===== config.mk =====
export PLATFORM = sky130hd
export DESIGN_NAME = conv_window_sequencer_flat
export DESIGN_NICKNAME = d
export VERILOG_FILES = /design/src/rtl/conv_window_sequencer_pkg.sv /design/src/rtl/conv_window_sequencer_if.sv /design/src/rtl/conv_tap_gen.sv /design/src/rtl/conv_window_sequencer.sv /design/src/flat_wrapper.sv
export SDC_FILE = /design/constraint.sdc
export NUM_CORES = 1
export LEC_CHECK = 0
export ABC_AREA = 1
export BUFFER_PORTS_ARGS = -buffer_cell sky130_fd_sc_hd__buf_2
export CAP_MARGIN = 20
export CORE_ASPECT_RATIO = 1.1
export CORE_MARGIN = 5
export CORE_UTILIZATION = 45
export CTS_CLUSTER_DIAMETER = 150
export DETAILED_ROUTE_END_ITERATION = 7
export PLACE_DENSITY = 0.75
export SYNTH_ARGS = -nofsm -noshare
export SYNTH_HDL_FRONTEND = slang
export SYNTH_SLANG_ARGS = --single-unit

===== constraint.sdc =====
create_clock -name i_clk -period 2.4 [get_ports i_clk]
set_input_delay 0 -clock i_clk [delete_from_list [all_inputs] [get_ports i_clk]]
set_output_delay 0 -clock i_clk [all_outputs]
set_load 0.02 [all_outputs]

===== src/rtl/conv_window_sequencer_pkg.sv =====
// rtl/conv_window_sequencer_pkg.sv - shared constants for the 3x3 window sequencer
// State codes, tap count, per-tap row/column offsets and stride encoding.
package conv_pkg;
  localparam int NUM_TAPS = 9;

  localparam logic [2:0] ST_IDLE   = 3'd0;
  localparam logic [2:0] ST_READ   = 3'd1;
  localparam logic [2:0] ST_WAIT   = 3'd2;
  localparam logic [2:0] ST_WRITE  = 3'd3;
  localparam logic [2:0] ST_UPDATE = 3'd4;
  localparam logic [2:0] ST_DONE   = 3'd5;

  typedef enum logic {STRIDE_1 = 1'b0, STRIDE_2 = 1'b1} stride_e;

  // Tap k = (dr+1)*3 + (dc+1)
  localparam int TAP_DR [NUM_TAPS] = '{-1, -1, -1, 0, 0, 0, 1, 1, 1};
  localparam int TAP_DC [NUM_TAPS] = '{-1, 0, 1, -1, 0, 1, -1, 0, 1};

  function automatic int strideStep(input logic stride);
    return (stride == STRIDE_2) ? 2 : 1;
  endfunction
endpackage


===== src/rtl/conv_window_sequencer_if.sv =====
// rtl/conv_window_sequencer_if.sv - source/destination RAM handshake bundle
// master = sequencer side, slave = RAM bank side.
interface conv_window_sequencer_if #(parameter int ADDR_W = 12);
  import conv_pkg::*;

  logic [NUM_TAPS*ADDR_W-1:0] addrRead;
  logic [NUM_TAPS-1:0]        tapValid;
  logic                       startRam;
  logic                       selRamD0;
  logic                       validRam;
  logic [ADDR_W-1:0]          addrWrite;
  logic                       wrEnable;

  modport master (
    output addrRead, tapValid, startRam, selRamD0, addrWrite, wrEnable,
    input  validRam
  );
  modport slave (
    input  addrRead, tapValid, startRam, selRamD0, addrWrite, wrEnable,
    output validRam
  );
endinterface


===== src/rtl/conv_tap_gen.sv =====
// rtl/conv_tap_gen.sv - centre row/col to nine tap addresses plus in-bounds mask
// Out-of-bounds taps fall back to the centre address so the RAM never sees a wrapped read.
module conv_tap_gen
  import conv_pkg::*;
#(
  parameter int IMG_W  = 64,
  parameter int IMG_H  = 64,
  parameter int ADDR_W = 12,
  parameter int ROW_W  = 7,
  parameter int COL_W  = 7
) (
  input  logic [ROW_W-1:0]           row,
  input  logic [COL_W-1:0]           col,
  output logic [NUM_TAPS*ADDR_W-1:0] addrRead,
  output logic [NUM_TAPS-1:0]        tapValid,
  output logic [ADDR_W-1:0]          centreAddr
);
  always_comb begin
    int r, c, tr, tc;
    r          = int'(row);
    c          = int'(col);
    tr         = 0;
    tc         = 0;
    centreAddr = ADDR_W'(r * IMG_W + c);
    addrRead   = '0;
    tapValid   = '0;
    for (int k = 0; k < NUM_TAPS; k++) begin
      tr = r + TAP_DR[k];
      tc = c + TAP_DC[k];
      if (tr >= 0 && tr < IMG_H && tc >= 0 && tc < IMG_W) begin
        tapValid[k]                     = 1'b1;
        addrRead[k*ADDR_W +: ADDR_W]    = ADDR_W'(tr * IMG_W + tc);
      end else begin
        addrRead[k*ADDR_W +: ADDR_W]    = centreAddr;
      end
    end
  end
endmodule


===== src/rtl/conv_window_sequencer.sv =====
// rtl/conv_window_sequencer.sv - 3x3 convolution address sequencer over a row-major map
// Walks centres at stride 1 or 2, issues one RAM read per centre, waits for data, strobes the write.
module conv_window_sequencer
  import conv_pkg::*;
#(
  parameter int IMG_W  = 64,
  parameter int IMG_H  = 64,
  parameter int ADDR_W = $clog2(IMG_W * IMG_H)
) (
  input  logic                    i_clk,
  input  logic                    i_reset,
  input  logic                    i_start,
  input  logic                    i_opcode,
  input  logic                    i_stride,
  conv_window_sequencer_if.master ram,
  output logic                    o_busy,
  output logic                    o_finish,
  output logic [ADDR_W-1:0]       o_localAddr
);
  // One spare bit so col/row + 2 cannot wrap before the bound compare.
  localparam int ROW_W = $clog2(IMG_H) + 1;
  localparam int COL_W = $clog2(IMG_W) + 1;

  logic [2:0]        state;
  logic [ROW_W-1:0]  row, rowNext;
  logic [COL_W-1:0]  col, colNext;
  logic [ADDR_W-1:0] outIdx;
  logic              strideQ;
  logic              opcodeQ;
  logic              active;

  logic [NUM_TAPS*ADDR_W-1:0] taps;
  logic [NUM_TAPS-1:0]        mask;
  logic [ADDR_W-1:0]          centre;

  always_comb begin
    colNext = col + COL_W'(strideStep(strideQ));
    rowNext = row + ROW_W'(strideStep(strideQ));
  end

  always_ff @(posedge i_clk) begin
    if (i_reset) begin
      state   <= ST_IDLE;
      row     <= '0;
      col     <= '0;
      outIdx  <= '0;
      strideQ <= 1'b0;
      opcodeQ <= 1'b0;
    end else begin
      case (state)
        ST_IDLE: begin
          if (i_start) begin
            opcodeQ <= i_opcode;
            strideQ <= i_stride;
            row     <= '0;
            col     <= '0;
            outIdx  <= '0;
            state   <= ST_READ;
          end
        end
        ST_READ:  state <= ST_WAIT;
        ST_WAIT:  if (ram.validRam) state <= ST_WRITE;
        ST_WRITE: state <= ST_UPDATE;
        ST_UPDATE: begin
          outIdx <= outIdx + 1'b1;
          if (int'(colNext) < IMG_W) begin
            col   <= colNext;
            state <= ST_READ;
          end else begin
            col   <= '0;
            row   <= rowNext;
            state <= (int'(rowNext) >= IMG_H) ? ST_DONE : ST_READ;
          end
        end
        ST_DONE:  state <= ST_IDLE;
        default:  state <= ST_IDLE;
      endcase
    end
  end

  conv_tap_gen #(
    .IMG_W (IMG_W),
    .IMG_H (IMG_H),
    .ADDR_W(ADDR_W),
    .ROW_W (ROW_W),
    .COL_W (COL_W)
  ) u_tapGen (
    .row       (row),
    .col       (col),
    .addrRead  (taps),
    .tapValid  (mask),
    .centreAddr(centre)
  );

  // Window outputs are only meaningful while a centre is being processed.
  assign active = (state == ST_READ) || (state == ST_WAIT) ||
                  (state == ST_WRITE) || (state == ST_UPDATE);

  assign ram.addrRead  = active ? taps : '0;
  assign ram.tapValid  = active ? mask : '0;
  assign o_localAddr   = active ? centre : '0;
  assign ram.startRam  = (state == ST_READ);
  assign ram.wrEnable  = (state == ST_WRITE);
  assign ram.addrWrite = (state == ST_WRITE) ? outIdx : '0;
  assign ram.selRamD0  = opcodeQ;
  assign o_busy        = (state != ST_IDLE);
  assign o_finish      = (state == ST_DONE);
endmodule


===== src/flat_wrapper.sv =====
// flat-port wrapper written by rule: the top's interface ports become plain ports
module conv_window_sequencer_flat import conv_pkg::*;
#(
  parameter int IMG_W  = 64,
  parameter int IMG_H  = 64,
  parameter int ADDR_W = $clog2(IMG_W * IMG_H)
)
  (i_clk, i_reset, i_start, i_opcode, i_stride, o_busy, o_finish, o_localAddr, ram_addrRead, ram_tapValid, ram_startRam, ram_selRamD0, ram_addrWrite, ram_wrEnable, ram_validRam);
  conv_window_sequencer_if #(.ADDR_W(ADDR_W)) ram_i ();
  input  logic i_clk;
  input  logic i_reset;
  input  logic i_start;
  input  logic i_opcode;
  input  logic i_stride;
  output logic o_busy;
  output logic o_finish;
  output logic [ADDR_W-1:0] o_localAddr;
  output wire logic [$bits(ram_i.addrRead)-1:0] ram_addrRead;
  output wire logic [$bits(ram_i.tapValid)-1:0] ram_tapValid;
  output wire logic [$bits(ram_i.startRam)-1:0] ram_startRam;
  output wire logic [$bits(ram_i.selRamD0)-1:0] ram_selRamD0;
  output wire logic [$bits(ram_i.addrWrite)-1:0] ram_addrWrite;
  output wire logic [$bits(ram_i.wrEnable)-1:0] ram_wrEnable;
  input wire logic [$bits(ram_i.validRam)-1:0] ram_validRam;
  assign ram_addrRead = ram_i.addrRead;
  assign ram_tapValid = ram_i.tapValid;
  assign ram_startRam = ram_i.startRam;
  assign ram_selRamD0 = ram_i.selRamD0;
  assign ram_addrWrite = ram_i.addrWrite;
  assign ram_wrEnable = ram_i.wrEnable;
  assign ram_i.validRam = ram_validRam;
  conv_window_sequencer #(.IMG_W(IMG_W), .IMG_H(IMG_H), .ADDR_W(ADDR_W)) u_core (.i_clk(i_clk), .i_reset(i_reset), .i_start(i_start), .i_opcode(i_opcode), .i_stride(i_stride), .ram(ram_i), .o_busy(o_busy), .o_finish(o_finish), .o_localAddr(o_localAddr));
endmodule

# Yosys cells after proc, flatten, opt, wreduce, memory -nomap -nowiden
# Index checks and enable logic that the tools add are counted.
[totals]
register_bits = 31
in_bits = 6
output_inout_bits = 146
elab_cells = 109
[op_classes]
n_addsub = 16
n_lt_le_gt_ge = 14
eq_ne = 8
n_mux = 34
reduce_logical = 31
[op_table]
columns = ["operator", "n"]
rows = [
  ["$mux W12", 11],
  ["$mux W108", 1],
  ["$add A12 B8 Y12", 3],
  ["$add A12 B9 Y12", 3],
  ["$pmux W7 S2", 2],
  ["$add A12 B12 Y12", 2],
  ["$pmux W12 S2", 1],
  ["$logic_and A1 B1 Y1", 21],
  ["$lt A7 B7 Y1 const B", 3],
  ["$mux W7", 3],
  ["$add A8 B1 Y9 const B", 2],
  ["$ge A9 B1 Y1 const B", 2],
  ["$lt A9 B8 Y1 const B", 2],
  ["$add A7 B1 Y8 const B", 2],
  ["$ge A8 B1 Y1 const B", 2],
  ["$lt A8 B7 Y1 const B", 2],
  ["$pmux W3 S5", 1],
  ["$add A7 B2 Y7", 2],
  ["$ge A7 B1 Y1 const B", 2],
  ["$add A12 B1 Y12 const B", 1],
  ["$add A12 B7 Y12", 1],
  ["$mux W3", 4],
  ["$mux W1", 9],
  ["$mux W9", 1],
  ["other kinds (12)", 20],
]

# Logic depth before layout (Yosys ltp)
[logic_depth]
ltp_word = 7
ltp_mapped = 18
ltp_nobuf = 17

# By module
# A second synthesis with hierarchy kept.
[unflattened]
cells_unflattened = 1020
area_unflattened_um2 = 5599.1
[modules_own_cells]
columns = ["mod", "instances", "cells_per_inst", "area_each_um2", "seq_area_each_um2"]
rows = [
  ["conv_tap_gen", 1, 500, 2929.1, 0.0],
  ["conv_window_sequencer", 1, 520, 2670.1, 600.6],
]

# Least setup slack after synthesis
# OpenSTA, ideal clock, no wires.
[synth_timing]
kind = "reg-to-output"
start = "register u_core.row[0]"
end = "output port ram_addrRead[11]"
t_arrival_ps = 2486
t_required_ps = 2400
slack_ps = -86
path_stages_with_launch = 14
path_buffers = 0
cell_sequence = "dfxtp_1 > inv_1 > ha_1 > nand2_1 > nor2_1 > xor2_1 > inv_1 > ha_1 > a21oi_1 > a21boi_0 > nand3_1 > nand2_1 > nor2_1 > nor2_1"
[synth_via]
elab_chain_len = 7
word_cells_on_any_way = 10
cone_classes = "add/sub (3); order compare (2); mux (2); reduce/logical (3)"
[synth_rtl]
columns = ["item", "line", "text"]
rows = [
  ["start, declared", "conv_window_sequencer.sv:25", "logic [ROW_W-1:0] row, rowNext;"],
  ["start signal, assigned", "conv_window_sequencer.sv:71", "row <= rowNext;"],
  ["$add A8 B1 Y9", "conv_tap_gen.sv:28", "tr = r + TAP_DR[k];"],
  ["$ge A9 B1 Y1 or $lt A9 B8 Y1 (tied branches)", "conv_tap_gen.sv:30", "if (tr >= 0 && tr < IMG_H && tc >= 0 && tc < IMG_W) begin"],
  ["$logic_and A1 B1 Y1 (3 in series)", "conv_tap_gen.sv:30", ""],
  ["$mux W12 *", "conv_tap_gen.sv:30", ""],
  ["$mux W108 *", "conv_window_sequencer.sv:99", "assign ram.addrRead = active ? taps : '0;"],
  ["end, declared", "flat_wrapper.sv:18", "output wire logic [$bits(ram_i.addrRead)-1:0] ram_addrRead;"],
]
# Mark *: on every way between the ends. The rest lies on a longest branch, timed or not.

# Final worst setup path
[layout_timing]
start = "register u_core.col[0]"
end = "output port ram_addrRead[10]"
[layout_via]
elab_chain_len = 6
word_cells_on_any_way = 9
cone_classes = "add/sub (3); order compare (2); mux (2); reduce/logical (2)"
[layout_rtl]
columns = ["item", "line", "text"]
rows = [
  ["start, declared", "conv_window_sequencer.sv:26", "logic [COL_W-1:0] col, colNext;"],
  ["start signal, assigned", "conv_window_sequencer.sv:67", "col <= colNext;"],
  ["$add A8 B1 Y9", "conv_tap_gen.sv:29", "tc = c + TAP_DC[k];"],
  ["$ge A9 B1 Y1", "conv_tap_gen.sv:30", ""],
  ["$logic_and A1 B1 Y1 (2 in series)", "conv_tap_gen.sv:30", ""],
  ["$mux W12 *", "conv_tap_gen.sv:30", ""],
  ["$mux W108 *", "conv_window_sequencer.sv:99", ""],
]
# Marked as above.

==> out/qor.yml <==
synth-xor-area-share_pct: 3.48
grt_pass1_wl_mm: 25.1
yosysSeqAreaShare_pct: 14.0
fmax_mhz: 400
placed_area_um2: 5320
drt-initial-drc-count: 589
async_flop_share_pct: 0
clk_pin_slew_ns: 0.07
powerDensity_nw_per_um2: 235
critPathLaunchType: "register"
yosys_warnings: 0
tightest_slew_ns: 0.541
wirelength_mm: 18.0
drive_gt1_share_pct: 44.7
clk_path_buf_depth: 2
fp.dieH_um: 112
num-nets-final: 976
vias: 6005
gp_congestion: 0.998
violations: "design-rule violations, negative setup slack"
worst-endpoint-arrival_ns: 2.50
setup_slack_ns: -0.102
dieArea_um2: 11600
skew_ns: 0.00544
hold_viol_final: 0
pin_count: 152
synthCells: 719
final_area_um2: 6450
cpMostUsedCell: "nand2_1"
finalSetupTns_ns: -0.299
syn_area_um2: 4280
leakage_uw: 0.00351
rsz0062_at_grt: "yes"
cts_sinks: 30
synth_seq_cells: 30
cts_tree: "done"
firstDrtPassIters: 8
period_minus_slack_ns: 2.50
gr-total-overflow: 0
crit_fanout: 6
die-width_um: 103
grt_pass1_vias: 5319
max_stage_delay_ns: 0.40
ir_drop_mv: 0.316
clk_latency_ns: 0.29
grt_usage_pct: 26.6
viasPerCell: 5.70
endpoint_kind: "output pin"
grt_max_degree: 23
fin_crit_sh_pct: 104
synthMuxAreaShare_pct: 0
cp_cell_sequence: "inv_4, ha_4, nand3_4, nor2_4, nand2_4, inv_4, ha_4, ha_1, inv_1, nand2_1, nand2_1, nand2_1, a21oi_2, nand2_1, nand2_1, nor2_2, nor2_2, buf_4"
critPathRequiredTime_ns: 2.40
antenna_left: 0
synth_ff_type: "dfxtp_1"
cts_buffers: 5
cts_max_level: 2
yosys.area_share.simple_pct: 31.7
path_class: "register to output pin"
antenna_cells: 0
rows: 37
start_util_pct: 46.0
hpwl_mm: 12.4
synthAdderAreaFrac_pct: 11.1
status: "finished with violations"
synth_edf_count: 0
synth_top_family_by_area: "simple AND/OR/NAND/NOR gates"
syn2layout_area_growth_pct: 50.7
antenna_found_initial: 0
wl_per_cell_um: 17.1
cts_root_buffer: "clkbuf_8"
maxCapViolCount: 0
core_um2: 9310
io_buffers: 151
ys_types: 42
finalSetupViolations: 6
synth_area_per_cell_um2: 5.95
slew_violations: 0
synth-compound-area-share_pct: 22.0
max_slew_margin_pct: 63.8
drc: 1
slowest_stage: "dfxtp_4"
hp-class: "input pin to register"
==> per-layer routing <==
layer  part of all wire (%)  wire length, um  track usage [%]
met3                     10             1840             4.72
met1                     35             6340             31.3
met5                      0                0                0
met4                    6.7             1210             14.2
met2                     48             8630             45.1
==> metrics by stage <==
stage               total power (uW)  hold slack [ns]  setup WS (ns)  instances  util (%)
finish                          1520           0.0354         -0.102       1053      69.3
global route                    1590           0.0743         -0.214       1053      69.3
CTS                             1460           0.0345        -0.0562       1027      62.2
detailed placement              1020            0.262        -0.0689       1003      57.1
global placement                1020            0.256         0.0222       1003      57.1
floorplan                        855           0.0897       -0.00667        725         -
==> placed cells by master, fill, tap and decap left out, drive strengths merged, types with 14 or more instances in the layout <==
cell and count:
a21oi 68, a22oi 30, buf 237, dfxtp 30, ha 30, inv 130, nand2 137, nand3 35
nor2 109, o21ai 35, xor2 14
==> cells in the mapped netlist (2+ instances only) <==
cell	number	share of area [%]
nand2_1	127	11
inv_1	112	9.8
nor2_1	98	8.6
a21oi_1	68	8.0
nand3_1	34	4.0
a22oi_1	30	5.3
dfxtp_1	30	14
ha_1	30	8.8
o21ai_0	28	3.3
buf_4	27	4.7
inv_2	18	1.6
xor2_1	14	2.9
o22ai_1	13	1.9
nand4_1	8	1.2
or2_2	8	1.2
nand2_2	6	0.88
nor2_2	6	0.88
o21ai_1	6	0.70
clkbuf_1	5	0.44
fa_1	5	2.3
nor2_4	5	1.3
nor3_1	5	0.58
buf_2	4	0.47
a31oi_1	3	0.44
nand2_4	3	0.79
o31ai_1	3	0.53
xnor2_1	3	0.61
a211oi_1	2	0.35
a221oi_1	2	0.41
conb_1	2	0.18
inv_4	2	0.29
nor3_2	2	0.47
==> flip-flops by register name, summed over array words and instances (netlist names) <==
signal	cells
u_core.col	6
u_core.outIdx	12
u_core.ram.selRamD0	1
u_core.row	7
u_core.state	3
u_core.strideQ	1
==> worst max-delay path, delay by kind of cell, from the launching register on <==
kind	cells	cell delay, ns
buffers and inverters	4	0.34
AND/OR/NAND/NOR	10	0.77
flip-flops	1	0.40
AO/OA/AOI/OAI	1	0.15
adder cells (fa/ha/maj)	3	0.53
==> report_power, final <==
part / switching, uW / leakage, uW / internal (uW)
combinational: 397 / 0.00321 / 183
sequential: 10.1 / 0.000249 / 503
clock: 195 / 0.0000482 / 231
==> final cells by class <==
class,instances,area (um^2)
multi-input cells,527,3490
fillers,756,2860
repair buffers,238,1550
flip-flops and latches,30,626
inverters,133,537
well taps,117,146
clock buffers,7,86.3
clock inverters,1,5.00
==> path summary, 6_finish.rpt <==
| kind | startpoint | to | slack, ns | cells past startpoint |
|---|---|---|---|---|
| worst max register to register | u_core.col[0] | u_core.row[5] | 0.14 | 11 |
| worst max-delay path | u_core.col[0] | ram_addrRead[10] | -0.10 | 18 |
| worst min-delay path | ram_validRam | u_core.state[0] | 0.04 | 3 |
| worst min register to register | u_core.ram.selRamD0 | u_core.ram.selRamD0 | 0.47 | 2 |
==> what timing repair did <==
| item | 4_1_cts | 5_1_grt |
|---|---|---|
| hold buffers | 1 | 0 |
| setup buffers | 14 | 26 |
| endpoints found under the setup margin | 52 | 78 |
| cloned | 1 | 0 |
| resized for setup | 65 | 139 |
| pin swaps | 19 | 29 |
| hold endpoints to repair | 1 | 0 |
==> kinds of logic (layout without fill, tap and decap cells) <==
kind of cell | Yosys count | count (layout)
AND/OR/NAND/NOR | 305 | 306
buffers and inverters | 169 | 379
AO/OA/AOI/OAI | 161 | 161
adder cells (fa/ha/maj) | 35 | 35
flip-flops | 30 | 30
XOR/XNOR | 17 | 17
other | 2 | 8
Note: power is estimated with default switching activity, not from simulation.
